$ cat config.mk
export PLATFORM = sky130hd
export DESIGN_NAME = sha256_msg_schedule
export DESIGN_NICKNAME = d
export VERILOG_FILES = /design/src/rtl/sha256_msg_schedule.sv
export SDC_FILE = /design/constraint.sdc
export NUM_CORES = 2
export LEC_CHECK = 0
export CAP_MARGIN = 20
export CELL_PAD_IN_SITES_DETAIL_PLACEMENT = 1
export CELL_PAD_IN_SITES_GLOBAL_PLACEMENT = 2
export CORE_MARGIN = 2
export CORE_UTILIZATION = 42
export CTS_BUF_LIST = sky130_fd_sc_hd__clkbuf_8 sky130_fd_sc_hd__clkbuf_16
export CTS_CLUSTER_DIAMETER = 50
export DETAILED_ROUTE_END_ITERATION = 7
export PLACE_DENSITY_LB_ADDON = 0.1
export SETUP_SLACK_MARGIN = 0.4
export SLEW_MARGIN = 10
export SYNTH_ARGS = -nofsm -noshare
export SYNTH_HDL_FRONTEND = slang
export SYNTH_SLANG_ARGS = --single-unit
$ cat constraint.sdc
create_clock -name clk -period 28.3 [get_ports clk]
set_input_delay 5.66 -clock clk [delete_from_list [all_inputs] [get_ports clk]]
set_output_delay 5.66 -clock clk [all_outputs]
set_load 0.005 [all_outputs]
$ cat src/rtl/sha256_msg_schedule.sv
// SHA-256 message-schedule expander.
// Loads one 512-bit block as 16 x 32-bit words (M0 first), then streams
// W[0..ROUNDS-1] to the compression round under a valid/ready handshake.
//   clk, rst (async, active-high)
//   in_valid/in_ready/in_word     : message word input
//   out_valid/out_ready/out_word  : schedule word output, out_idx = t
//   done                          : 1-cycle pulse after the last output handshake
// Optional feature: define SHA_SCHED_ABORT_EN to add an `abort` input that
// discards the block in progress at the next clock edge.

module sha256_sigma1 (
  input  logic [31:0] x,
  output logic [31:0] y
);
  // ROTR17 ^ ROTR19 ^ SHR10
  assign y = {x[16:0], x[31:17]} ^ {x[18:0], x[31:19]} ^ (x >> 10);
endmodule

module sha256_msg_schedule #(
  parameter int unsigned ROUNDS = 64
) (
  input  logic        clk,
  input  logic        rst,
  input  logic        in_valid,
  output logic        in_ready,
  input  logic [31:0] in_word,
  output logic        out_valid,
  input  logic        out_ready,
  output logic [31:0] out_word,
  output logic [5:0]  out_idx,
  output logic        done
`ifdef SHA_SCHED_ABORT_EN
  ,
  input  logic        abort
`endif
);

  typedef enum logic {
    LOAD = 1'b0,
    GEN  = 1'b1
  } state_t;

  localparam logic [5:0] LAST_IDX = 6'(ROUNDS - 1);

  state_t      state_q, state_d;
  logic [5:0]  cnt_q, cnt_d;
  logic [31:0] win_q [16];
  logic [31:0] win_d [16];
  logic        done_q, done_d;

  logic [31:0] s0;
  logic [31:0] s1;
  logic [31:0] new_word;

  // sigma0 of the word 15 positions behind the one being produced
  assign s0 = {win_q[1][6:0], win_q[1][31:7]} ^ {win_q[1][17:0], win_q[1][31:18]}
            ^ (win_q[1] >> 3);

  sha256_sigma1 u_sigma1 (
    .x (win_q[14]),
    .y (s1)
  );

  assign new_word = s1 + win_q[9] + s0 + win_q[0];

  always_comb begin
    state_d = state_q;
    cnt_d   = cnt_q;
    win_d   = win_q;
    done_d  = 1'b0;

    case (state_q)
      LOAD: begin
        if (in_valid) begin
          for (int unsigned i = 0; i < 15; i++) win_d[i] = win_q[i+1];
          win_d[15] = in_word;
          if (cnt_q == 6'd15) begin
            state_d = GEN;
            cnt_d   = '0;
          end else begin
            cnt_d = cnt_q + 6'd1;
          end
        end
      end
      GEN: begin
        if (out_ready) begin
          // Expansion keeps running past the last emitted word; those
          // extra window entries are never presented.
          for (int unsigned i = 0; i < 15; i++) win_d[i] = win_q[i+1];
          win_d[15] = new_word;
          if (cnt_q == LAST_IDX) begin
            state_d = LOAD;
            cnt_d   = '0;
            done_d  = 1'b1;
          end else begin
            cnt_d = cnt_q + 6'd1;
          end
        end
      end
      default: begin
        state_d = LOAD;
        cnt_d   = '0;
      end
    endcase

`ifdef SHA_SCHED_ABORT_EN
    // Abort overrides any coincident handshake; window left as-is.
    if (abort) begin
      state_d = LOAD;
      cnt_d   = '0;
      done_d  = 1'b0;
    end
`endif
  end

  always_ff @(posedge clk or posedge rst) begin
    if (rst) begin
      state_q <= LOAD;
      cnt_q   <= '0;
      done_q  <= 1'b0;
      for (int unsigned i = 0; i < 16; i++) win_q[i] <= '0;
    end else begin
      state_q <= state_d;
      cnt_q   <= cnt_d;
      done_q  <= done_d;
      win_q   <= win_d;
    end
  end

  assign in_ready  = (state_q == LOAD);
  assign out_valid = (state_q == GEN);
  assign out_word  = (state_q == GEN) ? win_q[0] : '0;
  assign out_idx   = (state_q == GEN) ? cnt_q : '0;
  assign done      = done_q;

endmodule

==> impl_metrics.tcl <==
set metrics [dict create \
    use_met2 0.3814 \
    drtIter0Drc 1267 \
    grt_usage 0.2404 \
    grt_use_met1 0.3350 \
    grt_pass1_wl_um 109800 \
    vias 17980 \
    antenna_left 0 \
    place.gp.congestion 0.9152 \
    grt_overflow 0 \
    synth_edf_count 0 \
    core.rowCount 88 \
    cts_tree "built" \
    cp.arrival_ns 10.43 \
    rr_endpoint "win_q[24]" \
    final_nets 2894 \
    max_freq_ghz 0.1000 \
    placed_cell_area_um2 25570 \
    antenna_found_initial 1 \
    power_density_nw_per_um2 145.9 \
    final-instance-count-excl-fill 3578 \
    root_buffer "clkbuf_16" \
    insertion_delay_ns 0.61 \
    slew_viol_final 0 \
    maxSlewHeadroom 0.2635 \
    cp_max_fo 198 \
    crit_required_ns 28.73 \
    drv_cap 0 \
    synth_top_family_by_area "simple AND/OR/NAND/NOR gates" \
    async_flop_share 1.000 \
    final-setup-viol-count 0 \
    die_w_um 244.9 \
    h-tree-depth 3 \
    grt_pass1_vias 18700 \
    synthXorXnorAreaFrac 0.05212 \
    cts_hold_buffers 0 \
    synthAdderAreaFrac 0.06736 \
    ctsResizeCount 0 \
    vias_per_cell 5.026 \
    final_cell_mix "nand2_1, dfrtp_1, inv_1" \
    worstHoldStart "win_q[88]" \
    start_kind "primary input" \
    synth.mux.area_fraction 0.006829 \
    first_pass_iters 5 \
    reg2reg_depth 14 \
    wl_per_cell_um 19.49 \
    synth-simple-area-share 0.2304 \
    grt.met3_usage 0.04297 \
    cp-startpoint "out_ready" \
    dp_cells 3456 \
    ys_types 60 \
    die_h_um 244.9 \
    whs_endpoint "win_q[120]" \
    drc_errors 0 \
    leakagePower_uw 0.01450 \
    min_period_over_period 0.3533 \
    fin_tns_setup_ns 0 \
    hold_path.class "flop to flop" \
    diodes 0 \
    top_usage_layer "met2" \
    io_pins 77 \
    hpwl_um 48440 \
    hold_viol 0 \
    fin_area_um2 27990 \
    start_util 0.4240 \
    worst_slew_pin_slew_ns 1.105 \
    clock_path_buffers 3 \
    hold_depth 2 \
    syn_area_um2 24370 \
    core-area_um2 57480 \
    synth_compound_area_frac 0.06064 \
    post_cts_buffers 0 \
    status "finished clean" \
    synth_flop_cell "dfrtp_1" \
    grt_max_degree 243 \
    critPathKind "primary input to flop" \
    rsz0062_at_grt "false" \
    ys_seq_elements 520 \
    io_buffer_count 76 \
    layout_min_cycle_time_ns 9.999 \
    r2r_slack_ns 23.38 \
    utilization 0.4870 \
    cp-end-kind "flop" \
    synth-seq-area-share 0.5340 \
    r2r_start "win_q[453]" \
    synth.avg_cell_area_um2 8.775 \
    cts_sinks 520 \
    ir_worst_vdd_mv 0.09278 \
    layout_commonest_cell "nand2_1" \
    synthCells 2777 \
    syn_to_final_growth_pct 14.86 \
    cts.reportedPaths.clkPinSlew_ns 0.06 \
    cts_buffers 69 \
    die_area_um2 59960 \
    totalWireLength_um 69740 \
    clock_skew_ns 0.01870 \
    ys.warnings.count 0 \
    syn_nets 2907 \
    drive_above_1_share 0.05510 \
]
per-layer routing:
layer	wire, um	vias up
li1	-	8519
met1	32290	9032
met2	32530	318
met3	2860	115
met4	2062	0
met5	0	-
final cells by class:
class | count | area [um^2]
Fill cell | 6673 | 29490
Sequential cell | 520 | 13010
Multi-Input combinational cell | 1950 | 10190
Clock buffer | 78 | 1862
Tap cell | 765 | 957.2
Timing Repair Buffer | 91 | 955.9
Clock inverter | 42 | 511.7
Inverter | 132 | 503.0
registers in the layout, indices dropped and copies added, names as in the netlist:
register and cells:
win_q 512, cnt_q 6, done 1, out_valid 1
where the power goes:
group / leakage (uW) / switching [uW] / internal, uW / total, uW
sequential: 0.00681 / 177 / 938 / 1120
clock: 0.00119 / 346 / 550 / 896
combinational: 0.00650 / 1310 / 758 / 2070
total: 0.0145 / 1840 / 2250 / 4080
through the flow:
step	setup WS (ns)	hold slack [ns]	total power, uW
final	18.30	0.4630	4083
after global routing	17.88	0.4815	4378
after CTS	18.33	0.4672	4102
after detailed placement	17.67	0.4552	3168
after global placement	17.86	0.4483	3133
after floorplan	8.113	0.4386	2484
kinds of logic after synthesis:
kind of cell	Yosys count
and+or+nand+nor	1451
AOI/OAI and AO/OA	244
xor gates and xnor gates	145
DFF	520
muxes	16
buffers and inverters	307
adders and majority gates	94
synthesized netlist by cell type (all sizes together), types with 5 or more instances:
library cell / n / share of area
a211oi: 6 / 0.0021
a21o: 10 / 0.0031
a21oi: 49 / 0.011
a22oi: 5 / 0.0015
a31oi: 7 / 0.0018
and2: 9 / 0.0023
and3: 9 / 0.0023
buf: 21 / 0.0046
clkbuf: 154 / 0.024
dfrtp: 520 / 0.53
fa: 62 / 0.051
ha: 32 / 0.016
inv: 132 / 0.020
mux2: 5 / 0.0023
mux2i: 11 / 0.0045
nand2: 1318 / 0.20
nand2b: 8 / 0.0021
nand3: 11 / 0.0023
nand4: 8 / 0.0021
nor2: 66 / 0.010
nor2b: 8 / 0.0021
nor3: 7 / 0.0014
o21ai: 127 / 0.026
o22ai: 9 / 0.0023
o31ai: 5 / 0.0020
xnor2: 78 / 0.028
xor2: 67 / 0.024
worst max-delay path, cell delays in order:
cell and delay (ns):
clkdlybuf4s50_1 0.65, and2_1 0.52, nor2_4 0.84, buf_4 0.74, buf_12 0.60, buf_4 0.87
o21ai_0 0.20
worst max-delay path by stage:
stage	end	slack [ns]
6_report	win_q[236]	18.30
5_1_grt	win_q[238]	17.88
4_1_cts	win_q[236]	18.33
3_5_place_dp	win_q[236]	17.67
3_3_place_gp	win_q[238]	17.86
2_1_floorplan	cnt_q[0]	8.11
Note: power is estimated with default switching activity, not from simulation.
